**src/rtl/adder_result_buffer.sv**
```systemverilog
// Show-ahead FIFO that buffers {cout, sum} results from a ripple-carry adder and
// tracks carry status. Optional saturating overflow counter under ADDER_OVF_COUNT_EN.
module adder_result_buffer #(
  parameter int PROC_SIZE = 16,
  parameter int DEPTH     = 4
) (
  input  logic                     clk,
  input  logic                     rst_n,
  input  logic                     in_valid,
  input  logic [PROC_SIZE-1:0]     in_sum,
  input  logic                     in_cout,
  output logic                     in_ready,
  output logic                     out_valid,
  input  logic                     out_ready,
  output logic [PROC_SIZE:0]       out_data,
  output logic [$clog2(DEPTH):0]   count,
  input  logic                     clear_status,
  output logic                     carry_seen,
  output logic [7:0]               ovf_cnt
);

  localparam int AW = $clog2(DEPTH);
  localparam int CW = AW + 1;
  localparam int DW = PROC_SIZE + 1;
  localparam logic [CW-1:0] FULL_CNT = CW'(DEPTH);

  typedef enum logic [1:0] {
    EMPTY   = 2'd0,
    PARTIAL = 2'd1,
    FULL    = 2'd2
  } state_t;

  logic [DW-1:0] mem [DEPTH];

  state_t        state_reg, state_next;
  logic          run_reg;
  logic [AW-1:0] wr_ptr_reg, wr_ptr_next;
  logic [AW-1:0] rd_ptr_reg, rd_ptr_next;
  logic [CW-1:0] count_reg, count_next;
  logic [DW-1:0] out_data_reg, head_next;
  logic          carry_reg, carry_next;
  logic          push, pop;
  logic [DW-1:0] in_entry;

  // Handshake flags come straight from registers; run_reg keeps in_ready low
  // until the first clock edge after reset is released.
  assign in_ready  = run_reg && (state_reg != FULL);
  assign out_valid = (state_reg != EMPTY);
  assign out_data  = out_data_reg;
  assign count     = count_reg;
  assign carry_seen = carry_reg;

  assign in_entry = {in_cout, in_sum};
  assign push     = in_valid && in_ready;
  assign pop      = out_valid && out_ready;

  always_comb begin
    count_next = count_reg;
    if (push && !pop) begin
      count_next = count_reg + CW'(1);
    end else if (pop && !push) begin
      count_next = count_reg - CW'(1);
    end

    wr_ptr_next = push ? wr_ptr_reg + AW'(1) : wr_ptr_reg;
    rd_ptr_next = pop  ? rd_ptr_reg + AW'(1) : rd_ptr_reg;

    if (count_next == '0) begin
      state_next = EMPTY;
    end else if (count_next == FULL_CNT) begin
      state_next = FULL;
    end else begin
      state_next = PARTIAL;
    end
  end

  // Next head: if no older entry survives this cycle, the new head is the one
  // being written now, so bypass the array; otherwise read the next slot.
  always_comb begin
    head_next = out_data_reg;
    if (count_next != '0) begin
      if (count_reg == CW'(pop)) begin
        head_next = in_entry;
      end else begin
        head_next = mem[rd_ptr_next];
      end
    end
  end

  always_comb begin
    carry_next = carry_reg;
    if (push && in_cout) begin
      carry_next = 1'b1;
    end else if (clear_status) begin
      carry_next = 1'b0;
    end
  end

  always_ff @(posedge clk) begin
    if (push) begin
      mem[wr_ptr_reg] <= in_entry;
    end
  end

  always_ff @(posedge clk or negedge rst_n) begin
    if (!rst_n) begin
      state_reg    <= EMPTY;
      run_reg      <= 1'b0;
      wr_ptr_reg   <= '0;
      rd_ptr_reg   <= '0;
      count_reg    <= '0;
      out_data_reg <= '0;
      carry_reg    <= 1'b0;
    end else begin
      state_reg    <= state_next;
      run_reg      <= 1'b1;
      wr_ptr_reg   <= wr_ptr_next;
      rd_ptr_reg   <= rd_ptr_next;
      count_reg    <= count_next;
      out_data_reg <= head_next;
      carry_reg    <= carry_next;
    end
  end

`ifdef ADDER_OVF_COUNT_EN
  logic [7:0] ovf_reg, ovf_next;

  // Clear takes priority over a same-cycle increment; saturates at 255.
  always_comb begin
    ovf_next = ovf_reg;
    if (clear_status) begin
      ovf_next = '0;
    end else if (push && in_cout && (ovf_reg != 8'hFF)) begin
      ovf_next = ovf_reg + 8'd1;
    end
  end

  always_ff @(posedge clk or negedge rst_n) begin
    if (!rst_n) begin
      ovf_reg <= '0;
    end else begin
      ovf_reg <= ovf_next;
    end
  end

  assign ovf_cnt = ovf_reg;
`else
  assign ovf_cnt = '0;
`endif

endmodule
```
**config.mk**
```make
export PLATFORM = sky130hd
export DESIGN_NAME = adder_result_buffer
export DESIGN_NICKNAME = d
export VERILOG_FILES = /design/src/rtl/adder_result_buffer.sv
export SDC_FILE = /design/constraint.sdc
export NUM_CORES = 1
export LEC_CHECK = 0
export ABC_AREA = 0
export CAP_MARGIN = 20
export CORE_ASPECT_RATIO = 2
export CORE_MARGIN = 3
export CORE_UTILIZATION = 42
export CTS_BUF_LIST = sky130_fd_sc_hd__clkbuf_4 sky130_fd_sc_hd__clkbuf_8
export CTS_CLUSTER_DIAMETER = 60
export DETAILED_ROUTE_END_ITERATION = 16
export GPL_TIMING_DRIVEN = 0
export HOLD_SLACK_MARGIN = 0.06
export PLACE_DENSITY = 0.62
export SETUP_SLACK_MARGIN = 0.15
export SYNTH_ARGS = -nofsm -noshare
export SYNTH_HDL_FRONTEND = slang
export SYNTH_SLANG_ARGS = --single-unit
```
**constraint.sdc**
```tcl
create_clock -name clk -period 2.6 [get_ports clk]
set_input_delay 0.52 -clock clk [delete_from_list [all_inputs] [get_ports clk]]
set_output_delay 0.52 -clock clk [all_outputs]
set_load 0.01 [all_outputs]
```
==> flow_summary.json, run 1 <==
{
  "cpPeakStageDelay_ns": 0.49,
  "critical_path.endpoint_type": "flop",
  "highest_attainable_clock_frequency_ghz": 0.4211,
  "maxSlewViolCount": 0,
  "detailroute.wirelength.met3_um": 559,
  "h-tree-depth": 3,
  "period_needed_ns": 2.374,
  "rsz0062_at_grt": "false",
  "clock_sink_count": 96,
  "critical-path-top-delay-family": "buffers and inverters",
  "clk_pin_slew_worst_paths_ns": 0.09,
  "dp_hpwl_um": 7949,
  "die_x_um": 80.17,
  "die-height_um": 154.3,
  "syn_to_final_growth_pct": 21.64,
  "synth.top_cells.by_count": "sky130_fd_sc_hd__edfxtp_1 (68), sky130_fd_sc_hd__nor2_1 (36), sky130_fd_sc_hd__o21ai_0 (36)",
  "clock_insertion_delay_at_the_later_pin_of_the_skew_report_ns": 0.37,
  "timing.critical_path.fanout_max": 10,
  "power.static_leakage_uw": 0.002156,
  "cts-buffers-inserted": 9,
  "overflow": 0,
  "regToRegSetupSlack_ns": 0.32,
  "irDropWorstVdd_mv": 0.6080,
  "cts_buffer_depth": 2,
  "num_rows": 53,
  "maxSlewHeadroom": 0.3107,
  "setup_skew_after_layout_ns": 0.009682,
  "yosys.area.top_type_share": 0.4419,
  "yosys-top-cells-area": "sky130_fd_sc_hd__edfxtp_1 (44%), sky130_fd_sc_hd__dfrtp_1 (15%), sky130_fd_sc_hd__mux2i_1 (4.3%)",
  "post-route-cell-area_mm2": 0.005620,
  "synth_warnings": 0,
  "number_of_port_buffers": 44,
  "wl_met1_um": 4301,
  "antenna_violating_nets_post_route": 0,
  "total_power_uw": 6515,
  "syn_avg_cell_area_um2": 11.85,
  "synth_edf_count": 68,
  "drt-pass1-iter-count": 6,
  "finalHoldViolCount": 0,
  "netlist_instances": 390,
  "primary_flip_flop_cell_chosen_by_synthesis_mapping": "sky130_fd_sc_hd__edfxtp_1",
  "syn_area_mm2": 0.004621,
  "yosysSeqAreaShare": 0.5936,
  "finalSetupViolations": 0,
  "number_of_antenna_violations_at_the_first_check_in_global_routing": 0,
  "start_kind": "primary input",
  "cp_cell_sequence": "clkdlybuf4s50_1, o21a_1, clkbuf_4, buf_1, nand3_1, o21ai_0, a21oi_1, a21oi_2, mux2_4",
  "first_pass_grt_wire_length_um": 17840,
  "detail_route.wirelength_um": 11610,
  "nets": 485,
  "via_count_of_the_first_global_routing_pass": 3297,
  "crit_slowest_cell": "sky130_fd_sc_hd__clkdlybuf4s50_1",
  "max_cap_violations": 0,
  "highest_signal_layer_in_the_routed_design": "met4",
  "maximum_number_of_pins_on_one_net_before_global_route_repair": 18,
  "synth_area_leader_cell": "sky130_fd_sc_hd__edfxtp_1",
  "io_pins": 53,
  "run_status": "finished clean",
  "start_util": 0.4355,
  "detailedRoute.firstIterationViolations": 368,
  "placement.cell_area_mm2": 0.005286,
  "layout_worst_path_cycle_share": 0.9133,
  "post_drt_via_cell_ratio": 5.509,
  "tritoncts_clock_tree": "yes",
  "drive_above_1_share": 0.1602,
  "netlist-cell-type-count": 36,
  "critical_path_arrival_ns": 2.69,
  "synth-seq-cells": 96,
  "worst_pin_slew_ns": 1.034,
  "clock_tree.root_cell": "sky130_fd_sc_hd__clkbuf_8",
  "dr_total_vias": 3300,
  "critPathBufInv": 3,
  "insertedDiodeCount": 0,
  "largest_register_ff_count": 68,
  "postCtsHoldBufs": 0,
  "critical_path_class": "primary input to flop",
  "routed_wire_length_per_instance_um": 19.38,
  "globalplace.congestion": 0.8086,
  "grt.total_usage": 0.1945,
  "met2_wirelength_um": 6310,
  "yosysMostFrequentCell": "sky130_fd_sc_hd__edfxtp_1",
  "synth_async_sr_flop_share": 0.2917,
  "critPathRequiredTime_ns": 2.91,
  "hp-class": "flop to flop",
  "core_area_mm2": 0.01061,
  "power.density_cell_area_mw_per_mm2": 1159,
  "post-route-drc-count": 0,
  "dieArea_mm2": 0.01237
}
==> final cells by class <==
cell class,count,area (um^2)
Inverter,8,30.03
Timing Repair Buffer,49,501.7
Clock buffer,11,151.4
Tap cell,137,171.4
Buffer,35,224.0
Multi-Input combinational cell,258,1720
Fill cell,948,4990
Clock inverter,5,78.83
Sequential cell,96,2743
==> cell families after synthesis <==
group / share of synthesized area
mux: 0.08963
buf+inv: 0.05091
fa+ha+maj: 0.01625
xor+xnor: 0.009477
flops: 0.5936
simple gates: 0.09071
other cells: 0.001625
compound gates: 0.1478
==> cells in the final DEF, fill, tap and decap left out, types with 12 or more instances in the layout <==
master,count
sky130_fd_sc_hd__edfxtp_1,68
sky130_fd_sc_hd__clkdlybuf4s50_1,44
sky130_fd_sc_hd__o21ai_0,36
sky130_fd_sc_hd__nor2_1,34
sky130_fd_sc_hd__a21oi_1,32
sky130_fd_sc_hd__dfrtp_1,28
sky130_fd_sc_hd__nand2_1,24
sky130_fd_sc_hd__mux2i_1,19
sky130_fd_sc_hd__nand3_1,18
sky130_fd_sc_hd__o2bb2ai_1,16
sky130_fd_sc_hd__a211o_1,16
sky130_fd_sc_hd__buf_4,12
==> per-stage QoR <==
stage          setup slack (ns)  TNS, ns  utilization  std cells  hold slack [ns]
2_1_floorplan            0.5734        0            -        397           0.2244
3_3_place_gp            -0.3853   -3.481       0.4956        578           0.4947
3_5_place_dp            -0.4631   -4.464       0.4982        579           0.4983
4_1_cts                  0.1411        0       0.5213        595           0.5222
5_1_grt                  0.1521        0       0.5297        599           0.5351
6_report                 0.2255        0       0.5297        599           0.5167
==> worst paths after layout <==
path,startpoint,end,depth (start not counted)
max,out_ready,out_data[7]$_DFFE_PN0P_,9
min,out_data[0]$_DFFE_PN0P_,out_data[0]$_DFFE_PN0P_,1
max reg2reg,state_reg[1]$_DFF_PN0_,out_data[7]$_DFFE_PN0P_,8
min reg2reg,out_data[0]$_DFFE_PN0P_,out_data[0]$_DFFE_PN0P_,1
max in group asynchronous,rst_n,out_data[0]$_DFFE_PN0P_,2
min in group asynchronous,rst_n,out_data[13]$_DFFE_PN0P_,1
==> routing by layer <==
metal	global-route usage	up-vias
li1	-	1536
met1	0.2279	1578
met2	0.3366	152
met3	0.02681	34
met4	0.1031	0
met5	0	-
==> worst reg2reg max path, delay by kind of cell (launching register included) <==
kind                   cells  cell delay, ns
AO/OA/AOI/OAI              4            0.72
AND/OR/NAND/NOR            1            0.33
buffers and inverters      2            0.54
multiplexers               1            0.19
flip-flops                 1            0.44
==> power by group <==
part / leakage (uW) / switching, uW / internal, uW
sequential: 0.000943 / 196 / 1990
combinational: 0.00109 / 1710 / 1520
clock: 0.000119 / 514 / 593
total: 0.00216 / 2420 / 4100
==> timing repair <==
| item | in CTS | in global routing |
|---|---|---|
| gates resized for setup | 6 | 16 |
| endpoints found under the setup margin | 10 | 14 |
| pin swaps | 0 | 2 |
| cloned | 0 | 1 |
| buffers inserted | 0 | 3 |
(Power assumes the default switching activity.)
==> run 2, diff against run 1 <==
MAX_ROUTING_LAYER = met4   (was not set)
==> run 2 against run 1 <==
Wire length is 0.57% lower. Flip-flop and latch count unchanged. Register-to-register slack hardly changed. Hold slack barely moved. Sequential share of layout area stayed put. Global-route usage is 0.57 points higher. Via count fell by 0.88%. Highest routed layer unchanged.
==> flow_summary.json, run 2 (synthesis gave the netlist of run 1 again) <==
{
  "run_status": "finished clean",
  "start_kind": "primary input",
  "worst_pin_slew_ns": 1.021,
  "dr_total_vias": 3271,
  "maxSlewHeadroom": 0.3193,
  "placement.setup.worst_slack_ns": -0.4631,
  "max_cap_violations": 0,
  "critical_path.endpoint_type": "flop",
  "placement.cell_area_mm2": 0.005286,
  "irDropWorstVdd_mv": 0.6076,
  "dp_hpwl_um": 7949,
  "maximum_number_of_pins_on_one_net_before_global_route_repair": 18,
  "h-tree-depth": 3,
  "power.density_cell_area_mw_per_mm2": 1158,
  "critical_path_class": "primary input to flop",
  "cts-buffers-inserted": 9,
  "period_needed_ns": 2.370,
  "maxSlewViolCount": 0,
  "setup_skew_after_layout_ns": 0.008864,
  "clock_sink_count": 96,
  "detailedRoute.firstIterationViolations": 329,
  "grt.total_usage": 0.2002,
  "globalplace.congestion": 0.8204,
  "io_pins": 53,
  "insertedDiodeCount": 0,
  "rsz0062_at_grt": "false",
  "power.static_leakage_uw": 0.002156,
  "cpPeakStageDelay_ns": 0.49,
  "clock_insertion_delay_at_the_later_pin_of_the_skew_report_ns": 0.37,
  "num-fill-cells": 948,
  "die-height_um": 154.3,
  "crit_slowest_cell": "sky130_fd_sc_hd__clkdlybuf4s50_1",
  "highest_attainable_clock_frequency_ghz": 0.4219,
  "utilization_after_layout": 0.5297,
  "post-route-drc-count": 0,
  "final_cell_mix": "sky130_fd_sc_hd__edfxtp_1 (68), sky130_fd_sc_hd__clkdlybuf4s50_1 (44), sky130_fd_sc_hd__o21ai_0 (36), sky130_fd_sc_hd__nor2_1 (34), sky130_fd_sc_hd__a21oi_1 (32)",
  "overflow": 0,
  "fin_ws_ns": 0.2298,
  "timing.critical_path.fanout_max": 10,
  "antenna_violating_nets_post_route": 0,
  "dieArea_mm2": 0.01237,
  "mostFrequentLayoutCell": "sky130_fd_sc_hd__edfxtp_1",
  "largest_register_ff_count": 68,
  "die_x_um": 80.17,
  "clock_tree.root_cell": "sky130_fd_sc_hd__clkbuf_8",
  "critical_path_arrival_ns": 2.68,
  "via_count_of_the_first_global_routing_pass": 3299,
  "syn_to_final_growth_pct": 21.64,
  "cts_buffer_depth": 2,
  "cp-startpoint": "out_ready",
  "cp_cell_sequence": "clkdlybuf4s50_1, o21a_1, clkbuf_4, buf_1, nand3_1, o21ai_0, a21oi_1, a21oi_2, mux2_4",
  "reg2reg_from": "state_reg[1]$_DFF_PN0_",
  "critPathRequiredTime_ns": 2.91,
  "tritoncts_clock_tree": "yes",
  "number_of_port_buffers": 44,
  "post-route-cell-area_mm2": 0.005620,
  "nets": 485,
  "drt-pass1-iter-count": 6,
  "num_rows": 53,
  "worst_hold_startpoint": "out_data[0]$_DFFE_PN0P_",
  "total_power_uw": 6511,
  "detail_route.wirelength_um": 11540,
  "postCtsHoldBufs": 0,
  "number_of_antenna_violations_at_the_first_check_in_global_routing": 0,
  "finalSetupViolations": 0,
  "first_pass_grt_wire_length_um": 17840,
  "routed_wire_length_per_instance_um": 19.27,
  "drive_above_1_share": 0.1602,
  "post_drt_via_cell_ratio": 5.461,
  "layout_worst_path_cycle_share": 0.9116,
  "clk_pin_slew_worst_paths_ns": 0.09,
  "core_area_mm2": 0.01061,
  "start_util": 0.4355,
  "hp-class": "flop to flop",
  "finalHoldViolCount": 0
}
## run 2: path summary, 6_finish.rpt
| kind | end | slack (ns) | cells after the start |
|---|---|---|---|
| setup / recovery | out_data[7]$_DFFE_PN0P_ | 0.23 | 9 |
| hold / removal | out_data[0]$_DFFE_PN0P_ | 0.52 | 1 |
| setup reg to reg | out_data[6]$_DFFE_PN0P_ | 0.31 | 8 |
| hold reg to reg | out_data[0]$_DFFE_PN0P_ | 0.52 | 1 |
| max in group asynchronous | out_data[0]$_DFFE_PN0P_ | 1.53 | 2 |
| min in group asynchronous | out_data[13]$_DFFE_PN0P_ | 0.55 | 1 |
## run 2: report_power, final
group / internal, uW / leakage, uW / switching, uW
Combinational: 1520 / 0.00109 / 1710
Sequential: 1990 / 0.000943 / 194
Clock: 593 / 0.000119 / 510
## run 2: final cells by class
type / count / area (um^2) / area share
clock inverters: 5 / 78.83 / 0.01402
well taps: 137 / 171.4 / 0.03050
clock buffers: 11 / 151.4 / 0.02694
flip-flops and latches: 96 / 2743 / 0.4880
repair buffers: 49 / 501.7 / 0.08927
multi-input cells: 258 / 1720 / 0.3061
plain buffers: 35 / 224.0 / 0.03985
inverters: 8 / 30.03 / 0.005343
## run 2: what timing repair did
action / in CTS / in global routing
pin swaps: 0 / 2
resized for setup: 6 / 16
setup buffers: 0 / 3
setup endpoints to repair: 10 / 14
gates cloned: 0 / 1
## run 2: critical path: cells and delay by family
kind	cells	cell delay (ns)
simple gates	1	0.13
compound gates	4	0.65
mux	1	0.19
buf+inv	3	1.19
## run 2: layer usage
layer | GRT usage | routed length, um | up-vias
met4 | 0.1031 | 390 | 0
met3 | 0.02448 | 619 | 30
met1 | 0.2283 | 4292 | 1564
met5 | - | 0 | -
met2 | 0.3382 | 6238 | 139
li1 | - | - | 1538
## run 2: through the flow
stage               instances  TNS (ns)  hold slack [ns]
finish                    599         0           0.5167
global route              599         0           0.5351
CTS                       595         0           0.5222
detailed placement        579    -4.464           0.4983
global placement          578    -3.481           0.4947
floorplan                 397         0           0.2244
